`src/rtl/bank_cfg_pkg.sv`:
```
// Shared types and default constants for the bank configuration sequencer.
package bank_cfg_pkg;

    localparam int unsigned BL_WIDTH  = 160;
    localparam int unsigned WL_WIDTH  = 160;
    localparam int unsigned SETUP_CYC = 1;
    localparam int unsigned PULSE_CYC = 2;
    localparam int unsigned HOLD_CYC  = 1;

    typedef enum logic [2:0] {
        StIdle,
        StFetch,
        StSetup,
        StPulse,
        StHold
    } state_e;

    function automatic int unsigned max3(input int unsigned a, input int unsigned b,
                                         input int unsigned c);
        int unsigned m;
        m = (a > b) ? a : b;
        return (m > c) ? m : c;
    endfunction

endpackage

```
`src/rtl/bank_cfg_wl_decoder.sv`:
```
// Combinational wordline decoder: one-hot strobe for addr when enabled, else all zero.
module bank_cfg_wl_decoder #(
    parameter int unsigned WL_WIDTH = bank_cfg_pkg::WL_WIDTH,
    localparam int unsigned AW = $clog2(WL_WIDTH)
) (
    input  logic                en,
    input  logic [AW-1:0]       addr,
    output logic [WL_WIDTH-1:0] wl
);

    always_comb begin
        wl = '0;
        for (int i = 0; i < WL_WIDTH; i++) begin
            wl[i] = en && (addr == AW'(i));
        end
    end

endmodule

```
`src/rtl/bank_cfg_sequencer.sv`:
```
// Streams bitline frames into a bank: per frame drives bl through setup/pulse/hold while
// strobing the addressed wordline during pulse.
module bank_cfg_sequencer #(
    parameter int unsigned BL_WIDTH  = bank_cfg_pkg::BL_WIDTH,
    parameter int unsigned WL_WIDTH  = bank_cfg_pkg::WL_WIDTH,
    parameter int unsigned SETUP_CYC = bank_cfg_pkg::SETUP_CYC,
    parameter int unsigned PULSE_CYC = bank_cfg_pkg::PULSE_CYC,
    parameter int unsigned HOLD_CYC  = bank_cfg_pkg::HOLD_CYC,
    localparam int unsigned AW = $clog2(WL_WIDTH)
) (
    input  logic                prog_clk,
    input  logic                prog_reset,
    input  logic                cfg_start,
    input  logic [AW:0]         cfg_num_wl,
    input  logic                cfg_abort,
    input  logic                frame_valid,
    output logic                frame_ready,
    input  logic [AW-1:0]       frame_addr,
    input  logic [BL_WIDTH-1:0] frame_bl,
    output logic [BL_WIDTH-1:0] bl,
    output logic [WL_WIDTH-1:0] wl,
    output logic                busy,
    output logic                done,
    output logic                err
);

    import bank_cfg_pkg::*;

    localparam int unsigned MAX_CYC = max3(SETUP_CYC, PULSE_CYC, HOLD_CYC);
    localparam int unsigned CW = (MAX_CYC > 1) ? $clog2(MAX_CYC) : 1;
    localparam logic [AW:0] WL_LIMIT = (AW + 1)'(WL_WIDTH);

    state_e              state_q, state_d;
    logic [AW:0]         frames_q, frames_d;
    logic [CW-1:0]       cnt_q, cnt_d;
    logic [AW-1:0]       addr_q, addr_d;
    logic [BL_WIDTH-1:0] bl_q, bl_d;
    logic                done_q, done_d;
    logic                err_q, err_d;
    logic                accept;

    // Abort masks ready combinationally so an abort cycle never completes a handshake.
    assign frame_ready = (state_q == StFetch) && !cfg_abort;
    assign accept      = frame_valid && frame_ready;

    always_comb begin
        state_d  = state_q;
        frames_d = frames_q;
        cnt_d    = cnt_q;
        addr_d   = addr_q;
        bl_d     = bl_q;
        err_d    = err_q;
        done_d   = 1'b0;
        if (cfg_abort) begin
            state_d = StIdle;
            cnt_d   = '0;
        end else begin
            unique case (state_q)
                StIdle: begin
                    if (cfg_start) begin
                        if (cfg_num_wl != '0) begin
                            frames_d = cfg_num_wl;
                            err_d    = 1'b0;
                            state_d  = StFetch;
                        end else begin
                            done_d = 1'b1;
                        end
                    end
                end
                StFetch: begin
                    if (accept) begin
                        if ({1'b0, frame_addr} < WL_LIMIT) begin
                            addr_d  = frame_addr;
                            bl_d    = frame_bl;
                            cnt_d   = CW'(SETUP_CYC - 1);
                            state_d = StSetup;
                        end else begin
                            err_d    = 1'b1;
                            frames_d = '0;
                            state_d  = StIdle;
                        end
                    end
                end
                StSetup: begin
                    if (cnt_q == '0) begin
                        cnt_d   = CW'(PULSE_CYC - 1);
                        state_d = StPulse;
                    end else begin
                        cnt_d = cnt_q - CW'(1);
                    end
                end
                StPulse: begin
                    if (cnt_q == '0) begin
                        cnt_d   = CW'(HOLD_CYC - 1);
                        state_d = StHold;
                    end else begin
                        cnt_d = cnt_q - CW'(1);
                    end
                end
                StHold: begin
                    if (cnt_q == '0) begin
                        frames_d = frames_q - (AW + 1)'(1);
                        if (frames_q == (AW + 1)'(1)) begin
                            state_d = StIdle;
                            done_d  = 1'b1;
                        end else begin
                            state_d = StFetch;
                        end
                    end else begin
                        cnt_d = cnt_q - CW'(1);
                    end
                end
                default: state_d = StIdle;
            endcase
        end
    end

    always_ff @(posedge prog_clk or posedge prog_reset) begin
        if (prog_reset) begin
            state_q  <= StIdle;
            frames_q <= '0;
            cnt_q    <= '0;
            addr_q   <= '0;
            bl_q     <= '0;
            done_q   <= 1'b0;
            err_q    <= 1'b0;
        end else begin
            state_q  <= state_d;
            frames_q <= frames_d;
            cnt_q    <= cnt_d;
            addr_q   <= addr_d;
            bl_q     <= bl_d;
            done_q   <= done_d;
            err_q    <= err_d;
        end
    end

    // Outputs decode from state so reset clears bl/wl without waiting for an edge.
    assign bl   = (state_q inside {StSetup, StPulse, StHold}) ? bl_q : '0;
    assign busy = (state_q != StIdle);
    assign done = done_q;
    assign err  = err_q;

    bank_cfg_wl_decoder #(
        .WL_WIDTH(WL_WIDTH)
    ) u_wl_decoder (
        .en  (state_q == StPulse),
        .addr(addr_q),
        .wl  (wl)
    );

endmodule

```
`config.mk`:
```
export PLATFORM = sky130hd
export DESIGN_NAME = bank_cfg_sequencer
export DESIGN_NICKNAME = d
export VERILOG_FILES = /design/src/rtl/bank_cfg_pkg.sv /design/src/rtl/bank_cfg_wl_decoder.sv /design/src/rtl/bank_cfg_sequencer.sv
export SDC_FILE = /design/constraint.sdc
export NUM_CORES = 1
export LEC_CHECK = 0
export ABC_AREA = 1
export BUFFER_PORTS_ARGS = -buffer_cell sky130_fd_sc_hd__buf_4
export CORE_AREA = 2 2 196 198
export CTS_CLUSTER_SIZE = 12
export DETAILED_ROUTE_END_ITERATION = 12
export DIE_AREA = 0 0 198 200
export PLACE_DENSITY = 0.59
export SYNTH_ARGS = -nofsm -noshare
export SYNTH_HDL_FRONTEND = slang
export SYNTH_HIERARCHICAL = 1
export SYNTH_SLANG_ARGS = --single-unit
```
`constraint.sdc`:
```
create_clock -name prog_clk -period 9.7 [get_ports prog_clk]
set_input_delay 0.97 -clock prog_clk [delete_from_list [all_inputs] [get_ports prog_clk]]
set_output_delay 0.97 -clock prog_clk [all_outputs]
set_load 0.005 [all_outputs]
```
# Yosys cells after proc, flatten, opt, wreduce, memory -nomap -nowiden
# Index checks and enable logic that the tools add are counted.
# word_totals
register_bits	183
in_bits	182
output_inout_bits	324
elab_cells	398
# classes
add_sub_neg	2
n_lt_le_gt_ge	1
n_eq_ne	176
muxes	34
n_bitwise	1
n_reduce_logical	177
# ops
op	n
equality test 8 x 7 -> 1 bit (second input constant)	64
equality test 8 x 6 -> 1 bit (second input constant)	32
equality test 8 bit (second input constant)	32
logical AND 1 bit	162
2-to-1 mux 160 bit	1
equality test 8 x 5 -> 1 bit (second input constant)	16
equality test 8 x 4 -> 1 bit (second input constant)	8
2-to-1 mux 9 bit	5
equality test 8 x 3 -> 1 bit (second input constant)	4
case mux 9 bit (3 select lines)	1
2-to-1 mux 3 bit	7
inequality test 3 bit (second input constant)	6
equality test 8 x 2 -> 1 bit (second input constant)	2
2-to-1 mux 1 bit	15
case mux 3 bit (5 select lines)	1
AND reduction 6 bit	2
inequality test 2 bit (second input constant)	5
equality test 9 x 1 -> 1 bit (second input constant)	1
nonzero test 3 bit	3
nonzero test 9 bit	1
subtractor 9 x 1 -> 9 bit (second input constant)	1
equality test 8 x 1 -> 1 bit (second input constant)	1
logical NOT 8 bit	1
< comparator 8 bit (second input constant)	1
other kinds (17)	19

# Depth between registers and ports, before layout
# Gate-level depths: netlist of the first run.
# depth
word_depth	6
depth_mapped	10
ltp_nobuf	10

# By module
# The synthesis of the first run kept the hierarchy.
# modules_own_cells
module	n_inst	cells_per_inst	area_per_inst_um2	seq_area_each_um2
bank_cfg_sequencer	1	1068	8344.3	4579.4
bank_cfg_wl_decoder	1	236	998.5	0.0

# Worst setup path after synthesis of the first run
# OpenSTA, ideal clock, no wires.
# synth_timing
kind	register to output
start	register state_q[2]
end	output wl[144]
arrival_ps	1408
t_required_ps	8730
slack_ps	7322
path_stages_with_launch	8
n_path_buf	2
path_cell_list	dfrtp_1 > inv_1 > nand2_1 > nor2_1 > buf_2 > buf_2 > nand3_1 > nor2_1
# synth_via
elab_chain_cells	2
# synth_rtl
element	line_no	text
start: declaration	bank_cfg_sequencer.sv:33	state_e state_q, state_d;
start signal: assignment	bank_cfg_sequencer.sv:120	state_q <= StIdle;
start signal: assignment	bank_cfg_sequencer.sv:128	state_q <= state_d;
equality test 3 x 2 -> 1 bit	bank_cfg_sequencer.sv:147	.en (state_q == StPulse),
logical AND 1 bit	bank_cfg_wl_decoder.sv:14	wl[i] = en && (addr == AW'(i));
end: declaration	bank_cfg_sequencer.sv:21	output logic [WL_WIDTH-1:0] wl,
# No other way between the ends.

# Final worst setup path of the first run
# layout_timing
start	register state_q[0]
end	output bl[129]
# layout_via
elab_chain_cells	3
word_cells_on_any_way	5
classes_between	eq/ne: 3; mux: 1; reduce/logical: 1
# layout_rtl
element	line_no	text
equality test 3 x 2 -> 1 bit or equality test 3 bit (tied branches)	bank_cfg_sequencer.sv:139	assign bl = (state_q inside {StSetup, StPulse, StHold}) ? bl_q : '0;
nonzero test 3 bit *	bank_cfg_sequencer.sv:139	
2-to-1 mux 160 bit *	bank_cfg_sequencer.sv:139	
end: declaration	bank_cfg_sequencer.sv:20	output logic [BL_WIDTH-1:0] bl,
# Every way passes the cells marked *; elsewhere a longest branch is shown, timed or not.

==> metrics.csv, run 1 <==
metric,value,unit
hold_start,bl_q[9],
setup-violations-final,0,
first_pass_iters,5,
outcome,completed,
grt_setup_unrepaired,false,
syn_avg_cell_area,7.16,um^2
grt_max_degree,203,
setup_tns,0,ps
ys_ff_latch,183,
crit_arrival,3120,ps
ioPinCount,506,
cts_sinks,183,
worstSetupPathType,reg2out,
relSlewSlack,34.9,%
worstPathMaxFanout,88,
gp_congestion,0.878,
remaining_drc_errors,0,
synth.distinct_cells,28,
worstMarginPinSlew,976,ps
fin_skew,9.09,ps
cp-end-kind,primary output,
start_util,25.0,%
track_usage,16.7,%
syn_inst,1304,
antenna_found_initial,0,
io_buffers,505,
detail_route.iter0.violations,405,
die_width,198,um
wl_per_cell,15.0,um
dp_hpwl,26600,um
hold_viol,0,
fmaxAchievable,245,MHz
hold_buffers,0,
first_global_vias,9288,
antenna_cells,0,
ant_nets,0,
die_y,200,um
syn_area,9340,um^2
yosysWarnings,6,
min_path_type,reg2reg,
crit_required,8730,ps
post_cts_buffers,0,
irDropWorstVdd,123,uV
worstRegToRegCells,7,
cts_resized,0,
holdPathEnd,bl_q[9],
grt-ovfl-total,0,
reg2reg_slack,7330,ps
totalWireLength,34300,um
timing.hold.ws,513,ps
final.min_clock_period,4090,ps
finalMaxSlewViolations,0,
syn_nets,1488,
drv_cap,0,
layout-drive-gt1-share,31.9,%
clkTransAtPathRegs,70,ps
p_per_area,239,nW/um^2
num_rows,71,
routed_via_density,4.28,
power.leakage,7.75,nW
dr_total_vias,9798,
nets,1950,
r2r_start,state_q[2],
htreeDepth,4,
holdPathStages,2,
synth_seq_area_share,49.0,%
core_area,37400,um^2
grt_first_pass_wirelength,50800,um
syn2layout_area_growth,50.1,%
timing.final.crit_share,42.2,%
clockBufferDepth,2,
finalPower,3.36,mW
cts_made_buffers,17,
rr_endpoint,bl_q[35],
cts_root_buf,clkbuf_16,
clock_latency,440,ps
cts_tree,yes,
cp-start-kind,flip-flop,
die_area,39600,um^2
-- synthesized netlist by cell type, drive strengths merged --
library cell | n | share of area [%]
o31ai | 1 | 0.080
dfrtp | 183 | 49
o211ai | 1 | 0.080
nor2 | 516 | 21
o21ai | 29 | 1.6
ha | 2 | 0.27
buf | 45 | 3.2
nand3b | 1 | 0.080
nor3 | 2 | 0.23
nand3 | 41 | 2.6
or2 | 1 | 0.067
clkinv | 1 | 0.040
inv | 199 | 8.0
nand4 | 2 | 0.13
nand2 | 94 | 3.8
clkbuf | 23 | 0.92
a21oi | 163 | 8.8
-- critical path, stage by stage (launching register included) --
cell and delay, ps:
dfrtp_1 410, nor2_1 110, nand2_1 190, nand2_1 160, inv_4 550, buf_4 750
nor2_1 120, buf_4 180
-- registers in the layout, indices dropped and copies added (netlist names) --
| name | count |
|---|---|
| cnt_q | 1 |
| err | 1 |
| done | 1 |
| state_q | 3 |
| frames_q | 9 |
| bl_q | 160 |
| addr_q | 8 |
-- layout make-up --
cell class | instances | area, um^2
well taps | 511 | 639
fillers | 3897 | 23400
clock buffers | 22 | 474
flip-flops and latches | 183 | 4580
multi-input cells | 853 | 3640
clock inverters | 10 | 86.3
repair buffers | 511 | 3850
inverters | 200 | 758
-- metal layers --
| layer | share of wire (%) | routed length (um) | global-route usage [%] |
|---|---|---|---|
| met5 | 0 | 0 | 0 |
| met2 | 53 | 18100 | 31.5 |
| met1 | 38 | 12900 | 17.8 |
| met3 | 6.4 | 2190 | 3.85 |
| met4 | 3.3 | 1150 | 7.13 |
-- cell usage in the layout, fill, tap and decap left out, types with 4 or more instances in the layout --
master / synthesis / final
clkinv_4: 0 / 4
o21ai_1: 8 / 8
clkbuf_16: 0 / 17
nand2_1: 93 / 93
nor2_2: 8 / 8
nand3_1: 34 / 33
dfrtp_1: 183 / 183
a21oi_1: 161 / 161
buf_4: 2 / 510
inv_1: 197 / 196
nand3_2: 7 / 7
nor2_1: 506 / 506
o21ai_0: 21 / 21
-- per-stage QoR --
step           util (%)  setup slack (ps)  instance area, um^2  cells
3_5_place_dp       36.0              6070                13500   2258
6_report           37.5              5610                14000   2290
5_1_grt            37.5              5320                14000   2290
3_3_place_gp       36.0              6240                13500   2258
4_1_cts            37.5              5560                14000   2290
2_1_floorplan         -              3760                 9340   1304
-- logic make-up (layout without fill, tap and decap cells) --
family / after synthesis / count (layout) / share of synthesized area, %
buffers and inverters: 268 / 743 / 12.2
AO/OA/AOI/OAI: 194 / 194 / 10.5
AND/OR/NAND/NOR: 657 / 657 / 28.0
flip-flops: 183 / 183 / 49.0
adder cells (fa/ha/maj): 2 / 2 / 0.268
-- report_power, final --
group          switching [mW]  internal, mW
registers               0.124          1.12
logic                   0.861         0.578
clock network           0.320         0.355
total                    1.31          2.05
-- worst max-delay path by stage --
stage                     from   endpoint  cells after the start
floorplan           prog_reset  addr_q[0]                      1
global placement    state_q[0]      bl[3]                      7
detailed placement  state_q[1]    bl[124]                      7
CTS                 state_q[0]    bl[124]                      7
global route        state_q[1]    bl[153]                      7
finish              state_q[0]    bl[129]                      7
(Power assumes the default switching activity.)
==> inputs of run 2 (changes only) <==
- clock period: 9.7 -> 3.88 ns (I/O delays scaled with it)
==> metrics.csv, run 2 (synthesis results as in run 1) <==
metric,value,unit
crit_arrival,2590,ps
worstSetupPathType,reg2out,
dp_hpwl,27600,um
fmaxAchievable,336,MHz
largest-register,bl_q,
post_cts_buffers,0,
remaining_drc_errors,0,
grt_first_pass_wirelength,51500,um
outcome,completed,
num_rows,71,
worstPathMaxFanout,72,
rr_endpoint,bl_q[110],
worstMarginPinSlew,877,ps
timing.final.crit_share,76.7,%
syn2layout_area_growth,52.2,%
ant_nets,0,
die_area,39600,um^2
first_global_vias,9230,
cp-end-kind,primary output,
nFillCells,3937,
r2r_start,state_q[2],
routed_via_density,4.31,
clockBufferDepth,2,
antenna_found_initial,0,
cp-start-kind,flip-flop,
clock_latency,450,ps
drv_cap,0,
totalWireLength,35200,um
wl_per_cell,15.3,um
die_y,200,um
multi_input_area,3640,um^2
crit_chain,"nor2_1, nand2_1, nand2_1, inv_4, buf_4, nor2_1, buf_4",
grt_setup_unrepaired,false,
p_per_area,604,nW/um^2
largest_register_ffs,160,
power.leakage,7.85,nW
antenna_cells,0,
cts_sinks,183,
reg2reg_slack,1670,ps
relSlewSlack,41.6,%
start_util,25.0,%
die_width,198,um
io_buffers,505,
crit_required,3490,ps
final_cell_mix,"buf_4 (513), nor2_1 (506), inv_1 (196)",
final_common_cell,buf_4,
fin_skew,11.9,ps
cts_root_buf,clkbuf_16,
htreeDepth,4,
finalMaxSlewViolations,0,
finalInstanceArea,14200,um^2
final.min_clock_period,2980,ps
min_path_type,in2async,
cts_made_buffers,17,
first_pass_iters,4,
hold_buffers,0,
cp_slowest_stage_delay,580,ps
detail_route.iter0.violations,406,
setup-violations-final,0,
track_usage,17.1,%
dr_total_vias,9917,
irDropWorstVdd,304,uV
hold_viol,0,
fin_util,38.0,%
cts_resized,0,
clkTransAtPathRegs,70,ps
grt_max_degree,81,
worstRegToRegCells,8,
setup_tns,0,ps
ioPinCount,506,
nets,1960,
gp_congestion,0.904,
cp_slowest_cell,inv_4,
regArea,4580,um^2
layout-drive-gt1-share,32.3,%
cts_tree,yes,
place_area,13600,um^2
core_area,37400,um^2
top_regs,"bl_q: 160 flops, frames_q: 9 flops, addr_q: 8 flops",
grt-ovfl-total,0,
-- run 2: cell types whose count changed in the layout (fill, tap and decap cells not counted), sizes merged --
cell | before | now
clkbuf | 22 | 19
buf | 511 | 521
inv | 202 | 206
bufinv | 0 | 2
clkinv | 6 | 3
-- run 2: metal layers --
layer / vias up / GRT usage (%) / wire length [um]
li1: 4866 / - / -
met1: 4615 / 18.1 / 13000
met2: 389 / 32.0 / 18800
met3: 47 / 4.40 / 2370
met4: 0 / 7.21 / 1130
met5: - / 0 / 0
-- run 2: worst max path at each step --
stage,startpoint,end,slack [ps]
final,state_q[1],bl[27],900
after global routing,state_q[1],bl[93],670
after CTS,state_q[1],bl[93],880
after detailed placement,frame_addr[6],bl_q[110],1320
after global placement,frame_addr[6],bl_q[92],1350
after floorplan,prog_reset,addr_q[0],1140
-- run 2: cell type report --
cell class,instances,area share [%]
multi-input cells,853,25.6
repair buffers,521,28.2
flip-flops and latches,183,32.2
inverters,200,5.32
clock buffers,19,3.11
well taps,511,4.50
clock inverters,13,1.09
-- run 2: per-stage QoR --
step / setup WS [ps] / power, mW / cells / hold slack (ps)
6_report: 902 / 8.59 / 2300 / 91.1
5_1_grt: 671 / 9.28 / 2300 / 146
4_1_cts: 876 / 8.71 / 2300 / 104
3_5_place_dp: 1320 / 6.85 / 2268 / 499
3_3_place_gp: 1350 / 6.76 / 2268 / 492
2_1_floorplan: 1140 / 5.17 / 1304 / 480
-- run 2: critical path: cells and delay by family (launching register included) --
family / cells / cell delay (ps)
buf+inv: 3 / 1090
flops: 1 / 410
simple gates: 4 / 520
-- run 2: report_power, final --
part,total (mW),switching (mW),internal (mW),leakage (nW)
Combinational,3.66,2.17,1.49,5.55
Clock,1.82,0.830,0.989,0.295
Sequential,3.11,0.314,2.79,2.01
==> inputs of run 3 (changes only) <==
- ABC_AREA: 1 -> 0
- CORE_AREA: 2 2 196 198 -> 2 2 198 200
- DIE_AREA: 0 0 198 200 -> 0 0 200 202
- PLACE_DENSITY: 0.59 -> 0.6
- clock period: 3.88 -> 3 ns (I/O delays scaled with it)
==> metrics.csv, run 3 <==
metric,value,unit
crit_required,2700,ps
outcome,completed,
reg2reg_slack,430,ps
core_area,38300,um^2
synthTopCellsByArea,"dfrtp_1 (45%), mux2_2 (18%), and2_1 (9.9%), nor3_1 (6.5%), buf_6 (3.2%)",
die_y,202,um
clkTransAtPathRegs,70,ps
wl_per_cell,17.5,um
yosysWarnings,6,
cp-endpoint,bl[134],
worstSetupPathType,reg2out,
fin_skew,9.47,ps
clock_latency,460,ps
totalWireLength,33300,um
start_util,26.4,%
setup-violations-final,0,
cp-end-kind,primary output,
cp_slowest_cell,dfrtp_1,
final.min_clock_period,2830,ps
dp_hpwl,24800,um
top_regs,"bl_q: 160 flops, frames_q: 9 flops, addr_q: 8 flops",
cts_tree,yes,
grt-ovfl-total,0,
synth_area_leader_cell,dfrtp_1,
r2r_start,state_q[2],
synth.distinct_cells,58,
cts_made_buffers,17,
instances_no_fill,1901,
syn_avg_cell_area,11.0,um^2
ioPinCount,506,
clockBufferDepth,2,
fin_ws,166,ps
die_area,40400,um^2
nets,1554,
post-synth-top-count-cell,dfrtp_1,
cts_root_buf,clkbuf_16,
first_global_vias,8608,
crit_chain,"buf_4, nor2_1, nand2_1, o21ai_4, buf_12, and2_1, buf_4",
remaining_drc_errors,0,
min_path_type,in2reg,
dpl.cell_count,1865,
first_pass_iters,5,
antenna_found_initial,0,
htreeDepth,4,
worstRegToRegCells,6,
syn_nets,1102,
io_buffers,505,
gp_congestion,0.807,
grt_max_degree,79,
cts_sinks,183,
largest_register_ffs,160,
worstPathMaxFanout,71,
die_width,200,um
syn_area,10100,um^2
finalInstanceArea,14900,um^2
timing.final.crit_share,94.5,%
synth_seq_area_share,45.3,%
cp_num_buf_inv,3,
finalMaxSlewViolations,0,
relSlewSlack,33.8,%
layout-drive-gt1-share,55.9,%
syn2layout_area_growth,47.0,%
synthArstFlopShare,100,%
num_rows,72,
synthFlopType,dfrtp_1,
dr_total_vias,8681,
ys_ff_latch,183,
irDropWorstVdd,441,uV
crit_path_start,state_q[0],
antenna_cells,0,
final_cell_mix,"buf_4 (521), dfrtp_1 (182), mux2_2 (160), and2_1 (160), nor3_1 (131)",
synth_edf_count,0,
syn_inst,918,
final_common_cell,buf_4,
synth_top_area_share,45.3,%
synthTopCellsByCount,"dfrtp_1 (183), and2_1 (160), mux2_2 (160)",
crit_family,simple AND/OR/NAND/NOR gates,
grt_first_pass_wirelength,49400,um
cp-start-kind,flip-flop,
ant_nets,0,
detail_route.iter0.violations,257,
hold_viol,0,
routed_via_density,4.57,
crit_arrival,2530,ps
rr_endpoint,frames_q[0],
place_area,14200,um^2
p_per_area,677,nW/um^2
drv_cap,0,
track_usage,15.8,%
fmaxAchievable,353,MHz
largest-register,bl_q,
cp_slowest_stage_delay,500,ps
power.leakage,6.80,nW
dp_slack,570,ps
cp.depth,7,
crit_path_frequent_cell,buf_4,
worstMarginPinSlew,967,ps
==> run 3: cell types whose count changed in the layout (fill, tap and decap cells not counted), sizes merged, moves of 10 or more <==
cell	previous run	this run
nor3	2	163
nand2	94	12
nand3	41	3
and2	0	161
a21oi	163	12
inv	206	12
mux2	0	168
nand4bb	0	10
nor2	516	14
==> run 3: worst min path at each step <==
stage | from | to | depth (start not counted)
global route | frame_bl[138] | bl_q[138] | 2
finish | frame_bl[138] | bl_q[138] | 2
CTS | frame_bl[138] | bl_q[138] | 2
floorplan | cfg_abort | cnt_q | 1
detailed placement | prog_reset | bl_q[53] | 2
global placement | prog_reset | bl_q[53] | 2
==> run 3: logic make-up after synthesis <==
kind of cell	count (synthesis)	synth area share [%]
flip-flops	183	45.3
AO/OA/AOI/OAI	50	3.03
multiplexers	169	18.8
AND/OR/NAND/NOR	407	25.9
buffers and inverters	107	6.69
adder cells (fa/ha/maj)	2	0.248
==> run 3: report_power, final <==
part	switching, mW	internal, mW
combinational	1.49	1.67
sequential	0.765	3.67
clock	1.04	1.42
==> run 3: per-stage QoR <==
step	hold WS [ps]	total power [mW]	utilization, %	setup TNS [ps]
2_1_floorplan	363	6.57	-	0
3_3_place_gp	425	7.50	37.0	0
3_5_place_dp	421	7.65	37.0	0
4_1_cts	19.5	10.2	38.7	0
5_1_grt	30.5	10.7	38.8	-23.2
6_report	59.0	10.1	38.8	0
==> run 3: layout make-up <==
class                           count  area, um^2
Clock buffer                       18         439
Clock inverter                     14         195
Fill cell                        3796       23400
Inverter                            9        37.5
Multi-Input combinational cell    629        4870
Sequential cell                   183        4580
Tap cell                          518         648
Timing Repair Buffer              530        4080
==> run 3: metal layers <==
metal | global-route usage, % | wire length, um
met1 | 17.1 | 12900
met2 | 28.7 | 16900
met5 | 0 | 0
met4 | 4.63 | 479
met3 | 5.77 | 3110
==> run 3: what timing repair did <==
| action | in CTS | in global routing |
|---|---|---|
| setup endpoints to repair | 0 | 132 |
| hold endpoints to repair | 23 | 0 |
| hold buffers | 1 | 0 |
| gates resized for setup | 0 | 1 |
| buffers inserted | 0 | 2 |
